**src/rtl/fifo_arb_pkg.sv**
```systemverilog
// Shared defaults and the index-width helper for the FIFO drain arbiter.
// No logic, no latency, no backpressure.
package fifo_arb_pkg;

  localparam int DEF_WIDTH     = 8;
  localparam int DEF_NUM_FIFOS = 4;

  // Index width: at least one bit, so a single-FIFO build still has a legal tag
  function automatic int idwid(input int n);
    return (n > 1) ? $clog2(n) : 1;
  endfunction

endpackage

```
**src/rtl/rr_arbiter.sv**
```systemverilog
// Round-robin grant starting at pointer, wrapping modulo N; purely combinational.
// Zero latency; no backpressure, the caller gates the grant.
module rr_arbiter
  import fifo_arb_pkg::*;
#(
  parameter int N     = DEF_NUM_FIFOS,
  parameter int IDWID = idwid(N)
) (
  input  logic [N-1:0]     req,
  input  logic [IDWID-1:0] pointer,
  output logic [N-1:0]     grant,
  output logic [IDWID-1:0] grant_idx,
  output logic             any_grant
);

  int idx;

  always_comb begin
    grant     = '0;
    grant_idx = '0;
    any_grant = 1'b0;
    idx       = 0;
    for (int k = 0; k < N; k++) begin
      // Wrap at N rather than 2^IDWID so non-power-of-two banks work
      idx = int'(pointer) + k;
      if (idx >= N) idx = idx - N;
      if (!any_grant && req[idx]) begin
        grant[idx] = 1'b1;
        grant_idx  = IDWID'(idx);
        any_grant  = 1'b1;
      end
    end
  end

endmodule

```
**src/rtl/fifo_rr_drain.sv**
```systemverilog
// Drains a bank of FIFOs round-robin into one registered valid/ready slot tagged with source id.
// One cycle pop-to-output latency; a stalled slot blocks all pops and freezes the pointer.
module fifo_rr_drain
  import fifo_arb_pkg::*;
#(
  parameter int WIDTH     = DEF_WIDTH,
  parameter int NUM_FIFOS = DEF_NUM_FIFOS,
  parameter int IDWID     = idwid(NUM_FIFOS)
) (
  input  logic                       clk,
  input  logic                       rst,
  input  logic [NUM_FIFOS-1:0]       fifo_empty,
  input  logic [NUM_FIFOS*WIDTH-1:0] fifo_data,
  output logic [NUM_FIFOS-1:0]       fifo_pop,
  output logic                       out_valid,
  input  logic                       out_ready,
  output logic [WIDTH-1:0]           out_data,
  output logic [IDWID-1:0]           out_id
);

  logic [NUM_FIFOS-1:0] req;
  logic [NUM_FIFOS-1:0] grant;
  logic [IDWID-1:0]     grant_idx;
  logic                 any_grant;
  logic [IDWID-1:0]     pointer;
  logic [IDWID-1:0]     next_pointer;
  logic                 load_en;
  logic [WIDTH-1:0]     sel_data;

  assign req     = ~fifo_empty;
  assign load_en = !out_valid || out_ready;

  rr_arbiter #(
    .N     (NUM_FIFOS),
    .IDWID (IDWID)
  ) u_arb (
    .req       (req),
    .pointer   (pointer),
    .grant     (grant),
    .grant_idx (grant_idx),
    .any_grant (any_grant)
  );

  // Pops are suppressed during reset since the upstream FIFOs are resetting too
  assign fifo_pop = rst ? (grant & {NUM_FIFOS{load_en}}) : '0;

  assign next_pointer = (grant_idx == IDWID'(NUM_FIFOS - 1)) ? '0 : grant_idx + IDWID'(1);

  always_comb begin
    sel_data = '0;
    for (int i = 0; i < NUM_FIFOS; i++) begin
      if (grant[i]) sel_data = sel_data | fifo_data[i*WIDTH +: WIDTH];
    end
  end

  always_ff @(posedge clk or negedge rst) begin
    if (!rst) begin
      out_valid <= 1'b0;
      out_data  <= '0;
      out_id    <= '0;
      pointer   <= '0;
    end else if (load_en && any_grant) begin
      out_valid <= 1'b1;
      out_data  <= sel_data;
      out_id    <= grant_idx;
      pointer   <= next_pointer;
    end else if (out_ready && out_valid) begin
      out_valid <= 1'b0;
    end
  end

endmodule
```
**config.mk**
```make
export PLATFORM = sky130hd
export DESIGN_NAME = fifo_rr_drain
export DESIGN_NICKNAME = d
export VERILOG_FILES = /design/src/rtl/fifo_arb_pkg.sv /design/src/rtl/rr_arbiter.sv /design/src/rtl/fifo_rr_drain.sv
export SDC_FILE = /design/constraint.sdc
export NUM_CORES = 1
export LEC_CHECK = 0
export BUFFER_PORTS_ARGS = -buffer_cell sky130_fd_sc_hd__buf_2
export CAP_MARGIN = 20
export CORE_ASPECT_RATIO = 1.75
export CORE_MARGIN = 1
export CORE_UTILIZATION = 46
export CTS_BUF_LIST = sky130_fd_sc_hd__clkbuf_4 sky130_fd_sc_hd__clkbuf_8
export DETAILED_ROUTE_END_ITERATION = 12
export GPL_TIMING_DRIVEN = 0
export PLACE_DENSITY = 0.85
export REMOVE_ABC_BUFFERS = 1
export SLEW_MARGIN = 20
export SYNTH_ARGS = -nofsm -noshare
export SYNTH_HDL_FRONTEND = slang
export SYNTH_SLANG_ARGS = --single-unit
```
**constraint.sdc**
```tcl
create_clock -name clk -period 2.4 [get_ports clk]
set_input_delay 0 -clock clk [delete_from_list [all_inputs] [get_ports clk]]
set_output_delay 0 -clock clk [all_outputs]
set_load 0.02 [all_outputs]
```
==> results of run 1 <==
-- cells in the mapped netlist, types with 2 or more instances --
cell                        count  area [um2]
sky130_fd_sc_hd__dfrtp_1       13         325
sky130_fd_sc_hd__a41oi_2        2        32.5
sky130_fd_sc_hd__nor2_1        29         109
sky130_fd_sc_hd__mux4_2         3        67.6
sky130_fd_sc_hd__and2_1         2        12.5
sky130_fd_sc_hd__a22oi_1        9        67.6
sky130_fd_sc_hd__nor2b_1        4        25.0
sky130_fd_sc_hd__a31oi_1        9        56.3
sky130_fd_sc_hd__o211ai_1       2        15.0
sky130_fd_sc_hd__inv_1          4        15.0
sky130_fd_sc_hd__ha_1           8         100
sky130_fd_sc_hd__o2bb2ai_2      2        30.0
sky130_fd_sc_hd__a221oi_1      10        87.6
sky130_fd_sc_hd__o21ai_1        2        10.0
sky130_fd_sc_hd__nand2b_1       4        25.0
sky130_fd_sc_hd__clkbuf_1       3        11.3
sky130_fd_sc_hd__mux2i_1        3        30.0
sky130_fd_sc_hd__a21oi_1       10        50.1
sky130_fd_sc_hd__nand2_1       21        78.8
sky130_fd_sc_hd__o21ai_0        2        10.0
sky130_fd_sc_hd__buf_2          2        10.0
sky130_fd_sc_hd__mux2_2         3        33.8
-- worst max-delay path by stage --
stage	slack, ns	cells after the start	to
after global placement	-1.0	7	pointer[1]$_DFFE_PN0P_
after CTS	0.005	8	fifo_pop[3]
after global routing	-0.13	8	out_data[3]$_DFFE_PN0P_
final	-0.07	8	fifo_pop[3]
after detailed placement	-1.06	7	pointer[1]$_DFFE_PN0P_
after floorplan	-0.40	7	pointer[1]$_DFFE_PN0P_
-- metal layers --
| metal | routed length, um | global-route usage | vias to the layer above |
|---|---|---|---|
| li1 | - | - | 763 |
| met1 | 1770 | 0.334 | 789 |
| met2 | 2700 | 0.536 | 119 |
| met3 | 377 | 0.0218 | 21 |
| met4 | 191 | 0.138 | 0 |
| met5 | 0 | 0 | - |
-- repair_timing --
item / 4_1_cts / 5_1_grt
setup endpoints to repair: 17 / 13
cloned: 1 / 0
pin swaps: 3 / 12
hold buffers: 1 / 0
gates resized for setup: 19 / 18
buffers inserted: 9 / 10
endpoints found under the hold margin: 13 / 0
-- sequential cells by signal, indices dropped and copies added (netlist names), named ones only --
signal and cells:
out_data 8, out_id 2, out_valid 1, pointer 1
-- layout by cell type, fill, tap and decap left out, types with 4 or more instances in the layout --
cell type,Yosys,routed
sky130_fd_sc_hd__ha_1,8,5
sky130_fd_sc_hd__a22oi_1,9,9
sky130_fd_sc_hd__buf_2,2,52
sky130_fd_sc_hd__buf_4,1,17
sky130_fd_sc_hd__nor2_1,29,25
sky130_fd_sc_hd__dfrtp_1,13,11
sky130_fd_sc_hd__nand2_1,21,20
sky130_fd_sc_hd__a221oi_1,10,5
sky130_fd_sc_hd__a221oi_2,0,4
sky130_fd_sc_hd__a21oi_1,10,10
sky130_fd_sc_hd__a31oi_1,9,9
-- logic make-up (layout without fill, tap and decap cells) --
family	Yosys count	count (layout)
simple gates	64	64
compound gates	56	57
flops	13	13
buf+inv	12	81
mux	10	10
fa+ha+maj	8	8
xor+xnor	1	1
-- worst reg2reg max path, stage by stage (launching register included) --
cell	delay, ns
sky130_fd_sc_hd__dfrtp_4	0.45
sky130_fd_sc_hd__clkinvlp_4	0.12
sky130_fd_sc_hd__ha_4	0.30
sky130_fd_sc_hd__mux4_2	0.41
sky130_fd_sc_hd__a221oi_4	0.42
sky130_fd_sc_hd__o2bb2ai_2	0.18
sky130_fd_sc_hd__a221oi_2	0.31
sky130_fd_sc_hd__a31oi_1	0.15
-- per-stage QoR --
stage | setup TNS (ns) | hold WS (ns)
2_1_floorplan | -4.05 | -0.296
3_3_place_gp | -12.80 | -0.0877
3_5_place_dp | -13.54 | -0.0872
4_1_cts | 0 | 0.00694
5_1_grt | -0.983 | 0.0186
6_report | -0.172 | 0.0126
-- cell type report --
type / instances / share of cell area
Clock buffer: 4 / 0.0241
Inverter: 4 / 0.00929
Multi-Input combinational cell: 140 / 0.573
Sequential cell: 13 / 0.163
Tap cell: 27 / 0.0167
Timing Repair Buffer: 73 / 0.214
-- where the power goes --
part           switching (mW)  internal (mW)
Sequential             0.0676          0.335
Combinational            1.50           1.17
Clock                  0.0867          0.129
==> PnR_summary.wiki, run 1 <==
{| class="wikitable"
! Metric !! Value
|-
| DRT antenna net count || 0
|-
| RSZ-0062 raised after global routing || yes
|-
| Global placement routability congestion || 0.917
|-
| Die area || 0.00321 mm2
|-
| Data arrival time of the critical path || 2.47 ns
|-
| Leakage || 0.863 nW
|-
| Maximum net fanout on the critical path || 7
|-
| Netlist cell types || 39
|-
| Slowest CP cell || sky130_fd_sc_hd__dfrtp_4
|-
| Post-Synth XOR/XNOR Area || 0.00640
|-
| Placed Instances || 236
|-
| Ys async rst share || 1.00
|-
| Worst Min Path Start || fifo_data[30]
|-
| Setup skew after layout || 0.00491 ns
|-
| Reg-to-Reg End || out_data[3]$_DFFE_PN0P_
|-
| Setup slack after placement || -1.06 ns
|-
| Number of antenna violations at the first check in global routing || 0
|-
| Slowest stage delay, CP || 0.45 ns
|-
| Worst-path cell chain || clkinvlp_4 -> ha_4 -> mux4_2 -> o21ai_0 -> a31oi_1 -> o2bb2ai_4 -> nor2b_1 -> buf_2
|-
| Count of final hold-check violations || 0
|-
| Std-Cell Core Area || 0.00275 mm2
|-
| Detailed-route via count || 1,692
|-
| Ys flop type || sky130_fd_sc_hd__dfrtp_1
|-
| # diodes || 0
|-
| Class of the most critical setup path || reg -> out
|-
| Total number of H-tree levels || 1
|-
| Total power || 3.30 mW
|-
| Average instance area after synthesis || 8.35 um2
|-
| Violated checks || negative setup slack
|-
| Total iterations of the first detailed-routing run || 4
|-
| CTS Buf Count || 3
|-
| Worst Tran Pin Value || 0.437 ns
|-
| Mapped Area || 0.00137 mm2
|-
| Vias per cell || 6.48
|-
| Die boundary width || 43.2 um
|-
| Top delay family on crit path || compound AO/OA/AOI/OAI gates
|-
| Period minus WS final || 2.47 ns
|-
| Warnings from Yosys || 0
|-
| Layout-stage area growth over the synthesis result || 47.6%
|-
| Area taken by multi-input logic gates || 0.00116 mm2
|-
| Maximum operating frequency || 405 MHz
|-
| Clock network latency to the later pin of the worst-skew pair || 0.25 ns
|-
| Fraction of the mapped netlist area in compound gates || 0.312
|-
| Finished Cell Area || 0.00202 mm2
|-
| Setup WS post-layout || -0.0693 ns
|-
| Maximum number of pins on one net before global-route repair || 15
|-
| Effective utilization at floorplan || 0.497
|-
| Number of maximum-capacitance violations || 0
|-
| Via count of the first global-routing pass || 1,601
|-
| Area share of fa/ha/maj cells after synthesis || 0.0731
|-
| Worst-case register-to-register setup slack || -0.06 ns
|-
| Worst R2R Path Depth || 7
|-
| Number of inserted filler cells in the final layout || 197
|-
| Worst Setup Start Kind || flip-flop
|-
| Number of cells produced by synthesis || 164
|-
| Proportion of synthesized area in mux cells || 0.115
|-
| Wire length of the first global-routing pass || 7210 um
|-
| Hold path depth || 3
|-
| Placed instance area || 0.00161 mm2
|-
| Sinks on the clock net || 13
|-
| CTS tree || done
|-
| IR Drop Worst-Case VDD || 1060 uV
|-
| Number of enable flip-flop cells after synthesis || 0
|-
| Layout net count || 282
|-
| Total length of routed wires || 5040 um
|-
| Power density over cell area || 1630 mW/mm2
|-
| Fraction of the cycle the final worst path needs || 1.03
|-
| Final cell count without fillers || 261
|-
| Area used by sequential logic in the layout || 330 um2
|-
| Number of DRC markers in iteration 0 || 74
|-
| FF+latch count, synth || 13
|-
| Relative max-transition margin || 0.707
|-
| Final max-slew violation count || 0
|-
| Clock Pin Slew Worst Setup and Hold Paths || 0.06 ns
|-
| Final routed DRC violation total || 0
|-
| Dominant combinational cell family by area after synthesis || compound AO/OA/AOI/OAI gates
|-
| Remaining global-route overflow || 0
|-
| HPWL after detailed placement || 2850 um
|-
| Number of rows created at floorplan || 25
|-
| Part of the Yosys area used for sequential elements || 0.238
|-
| Outcome || finished with violations
|-
| Ports || 54
|-
| Layout cell share with drive strength beyond 1 || 0.470
|-
| Overall Global Routing Usage || 0.292
|-
| Count of final setup violators || 4
|-
| Required time of the critical path || 2.40 ns
|-
| Worst hold endpoint || out_data[6]$_DFFE_PN0P_
|-
| Utilization of the core after routing || 0.734
|-
| Number of buffer cells added on primary ports || 53
|-
| Area share of and/or/nand/nor cells after synthesis || 0.206
|-
| Buffer depth of the longest clock path || 2
|-
| Cell at the root of the clock tree || sky130_fd_sc_hd__clkbuf_8
|-
| Routed wire length per instance || 19.3 um
|-
| Crit path buffers/inverters || 2
|-
| Hold/Removal Path Class || in -> reg
|-
| Die extent in y || 74.2 um
|-
| Type of destination of the critical path || output port
|}
Power figures use the tool's default switching activity.
==> run 2, diff against run 1 <==
--- a/config.mk
+++ b/config.mk
@@ -15,3 +15,3 @@
 export GPL_TIMING_DRIVEN = 0
-export PLACE_DENSITY = 0.85
+export PLACE_DENSITY = 0.79
 export REMOVE_ABC_BUFFERS = 1
==> constraint.sdc (replaced) <==
create_clock -name clk -period 2.4 [get_ports clk]
set_input_delay 0.48 -clock clk [delete_from_list [all_inputs] [get_ports clk]]
set_output_delay 0.48 -clock clk [all_outputs]
set_load 0.02 [all_outputs]
==> run 2 against run 1 <==
Against the previous run: worst hold slack better by 0.11 ns; clock-buffer cell count unchanged; largest cell class unchanged; the run still ends with negative setup slack left; global-route usage up 1.7 points; clock power about the same; utilization down 0.36 points; wire length down 6.7%; sequential power about the same; critical path type unchanged; highest routed layer unchanged; via count down 2.5%; power down 1.8%; largest power group unchanged.
==> PnR_summary.wiki, run 2 (synthesized netlist as in run 1, its figures left out) <==
{| class="wikitable"
! Metric !! Value
|-
| Via count of the first global-routing pass || 1,606 (was 1,601)
|-
| CTS Buf Count || 3 (unchanged)
|-
| Number of antenna violations at the first check in global routing || 0 (unchanged)
|-
| Outcome || finished with violations (unchanged)
|-
| Sum of routed wire segments on met1 || 1720 um (was 1770 um)
|-
| Detailed-route via count || 1,649 (was 1,692)
|-
| Sinks on the clock net || 13 (unchanged)
|-
| Placed instance area || 0.00161 mm2 (unchanged)
|-
| Data arrival time of the critical path || 2.33 ns (was 2.47 ns)
|-
| Vias per cell || 6.27 (was 6.48)
|-
| RSZ-0062 raised after global routing || yes (unchanged)
|-
| Finished Cell Area || 0.00201 mm2 (was 0.00202 mm2)
|-
| Crit path buffers/inverters || 2 (unchanged)
|-
| Worst-path cell chain || clkinvlp_4 -> ha_4 -> mux4_2 -> o211ai_1 -> a41oi_4 -> a21oi_2 -> nor2_1 -> buf_4 (was clkinvlp_4 -> ha_4 -> mux4_2 -> o21ai_0 -> a31oi_1 -> o2bb2ai_4 -> nor2b_1 -> buf_2)
|-
| Worst Tran Pin Value || 1.00 ns (was 0.437 ns)
|-
| Register containing the most flip-flops in the final layout || out_data (unchanged)
|-
| Number of DRC markers in iteration 0 || 58 (was 74)
|-
| Largest registers in the final layout || out_data x8, out_id x2 (unchanged)
|-
| Fraction of the cycle the final worst path needs || 1.17 (was 1.03)
|-
| Relative max-transition margin || 0.329 (was 0.707)
|-
| Count of final hold-check violations || 0 (unchanged)
|-
| Clock Pin Slew Worst Setup and Hold Paths || 0.06 ns (about the same)
|-
| Total power || 3.24 mW (was 3.30 mW)
|-
| Violated checks || negative setup slack (unchanged)
|-
| # diodes || 0 (unchanged)
|-
| Number of flip-flops in the largest register || 8 (unchanged)
|-
| Placed Instances || 236 (unchanged)
|-
| Slowest CP cell || sky130_fd_sc_hd__dfrtp_4 (unchanged)
|-
| Max layer used || met4 (unchanged)
|-
| Slowest stage delay, CP || 0.44 ns (was 0.45 ns)
|-
| Worst hold slack || 0.125 ns (was 0.0126 ns)
|-
| Global placement routability congestion || 0.880 (was 0.917)
|-
| Number of hold-repair buffers added at the cts stage || 0 (was 1)
|-
| Die boundary width || 43.2 um (unchanged)
|-
| Effective utilization at floorplan || 0.497 (unchanged)
|-
| Total length of routed wires || 4710 um (was 5040 um)
|-
| Setup WS post-layout || -0.405 ns (was -0.0693 ns)
|-
| Layout net count || 284 (was 282)
|-
| Die area || 0.00321 mm2 (unchanged)
|-
| Wire length of the first global-routing pass || 7530 um (was 7210 um)
|-
| Wire length on met2 || 2540 um (was 2700 um)
|-
| Layout-stage area growth over the synthesis result || 46.9% (was 47.6%)
|-
| Ports || 54 (unchanged)
|-
| Number of buffer cells added on primary ports || 53 (unchanged)
|-
| Routed wire length per instance || 17.9 um (was 19.3 um)
|-
| Cell at the root of the clock tree || sky130_fd_sc_hd__clkbuf_8 (unchanged)
|-
| Layout cell share with drive strength beyond 1 || 0.453 (was 0.470)
|-
| Die extent in y || 74.2 um (unchanged)
|-
| Final max-slew violation count || 0 (unchanged)
|-
| Number of maximum-capacitance violations || 0 (unchanged)
|-
| Overall Global Routing Usage || 0.309 (was 0.292)
|-
| Worst Setup Start Kind || flip-flop (unchanged)
|-
| Total iterations of the first detailed-routing run || 4 (unchanged)
|-
| Period minus WS final || 2.81 ns (was 2.47 ns)
|-
| Maximum net fanout on the critical path || 8 (was 7)
|-
| Leakage || 0.869 nW (was 0.863 nW)
|-
| Maximum number of pins on one net before global-route repair || 15 (unchanged)
|-
| Most common cell after layout, fill and taps aside || sky130_fd_sc_hd__buf_2 (unchanged)
|-
| Class of the most critical setup path || reg -> out (unchanged)
|-
| Required time of the critical path || 1.92 ns (was 2.40 ns)
|-
| Hold/Removal Path Class || in -> async (was in -> reg)
|-
| Number of rows created at floorplan || 25 (unchanged)
|-
| Final cell count without fillers || 263 (was 261)
|-
| HPWL after detailed placement || 2840 um (was 2850 um)
|-
| CTS tree || done (unchanged)
|-
| Final routed DRC violation total || 0 (unchanged)
|-
| IR Drop Worst-Case VDD || 1260 uV (was 1060 uV)
|-
| Setup slack after placement || -1.22 ns (was -1.06 ns)
|-
| Clock network latency to the later pin of the worst-skew pair || 0.24 ns (was 0.25 ns)
|-
| Total number of H-tree levels || 1 (unchanged)
|-
| Count of final setup violators || 15 (was 4)
|-
| DRT antenna net count || 0 (unchanged)
|-
| Power density over cell area || 1610 mW/mm2 (was 1630 mW/mm2)
|-
| Buffer depth of the longest clock path || 2 (unchanged)
|-
| Std-Cell Core Area || 0.00275 mm2 (unchanged)
|-
| Leading cell types in the layout, fill and taps excluded || 49 x sky130_fd_sc_hd__buf_2, 28 x sky130_fd_sc_hd__nor2_1, 23 x sky130_fd_sc_hd__buf_4, 20 x sky130_fd_sc_hd__nand2_1, 11 x sky130_fd_sc_hd__dfrtp_1 (was 52 x sky130_fd_sc_hd__buf_2, 25 x sky130_fd_sc_hd__nor2_1, 20 x sky130_fd_sc_hd__nand2_1, 17 x sky130_fd_sc_hd__buf_4, 11 x sky130_fd_sc_hd__dfrtp_1)
|-
| Maximum operating frequency || 356 MHz (was 405 MHz)
|-
| Remaining global-route overflow || 0 (unchanged)
|-
| Setup skew after layout || 0.00137 ns (was 0.00491 ns)
|-
| Type of destination of the critical path || output port (unchanged)
|-
| DR WL met3 || 265 um (was 377 um)
|-
| Top delay family on crit path || compound AO/OA/AOI/OAI gates (unchanged)
|}
run 2: per-layer routing:
layer  vias up  global-route usage
met5         -                   0
met4         0               0.185
met3        17              0.0243
met2        92               0.557
met1       778               0.343
li1        762                   -
run 2: layout make-up:
class | count | area (um2)
multi-input combinational | 139 | 1120
sequential | 13 | 330
clock buffer | 4 | 48.8
timing repair buffer | 76 | 463
tap | 27 | 33.8
fill | 209 | 742
inverter | 4 | 18.8
run 2: final timing paths:
path | from | end | slack (ns) | cells past startpoint
worst max-delay path | flip-flop | fifo_pop[2] | -0.41 | 8
worst min-delay path | rst | out_data[5]$_DFFE_PN0P_ | 0.12 | 1
worst max register to register | flip-flop | pointer[1]$_DFFE_PN0P_ | -0.30 | 7
worst min register to register | out_id[0]$_DFFE_PN0P_ | out_id[0]$_DFFE_PN0P_ | 0.48 | 1
max in group asynchronous | rst | async pin | 2.00 | 1
min in group clk | out_id[0]$_DFFE_PN0P_ | out_id[0]$_DFFE_PN0P_ | 0.48 | 1
run 2: stage by stage:
stage               setup TNS (ns)  utilization
global route                 -5.13        0.730
floorplan                    -5.97            -
finish                       -3.42        0.730
global placement            -14.59        0.586
detailed placement          -15.24        0.586
CTS                          -2.12        0.718
run 2: worst register-to-register path, delay by kind of cell, from the launching register on:
| family | cells | cell delay [ns] |
|---|---|---|
| AOI/OAI and AO/OA | 2 | 1.10 |
| DFF | 1 | 0.50 |
| muxes | 1 | 0.49 |
| buffers and inverters | 2 | 0.26 |
| and+or+nand+nor | 2 | 0.22 |
run 2: power by group:
| group | switching, mW | total (mW) | internal [mW] |
|---|---|---|---|
| clock | 0.0828 | 0.212 | 0.129 |
| sequential | 0.0643 | 0.399 | 0.335 |
| combinational | 1.46 | 2.63 | 1.17 |
| total | 1.60 | 3.24 | 1.63 |
run 2: timing repair:
action	4_1_cts	5_1_grt
pin swaps	7	8
buffers inserted	22	1
resized for setup	29	5
setup endpoints to repair	17	15
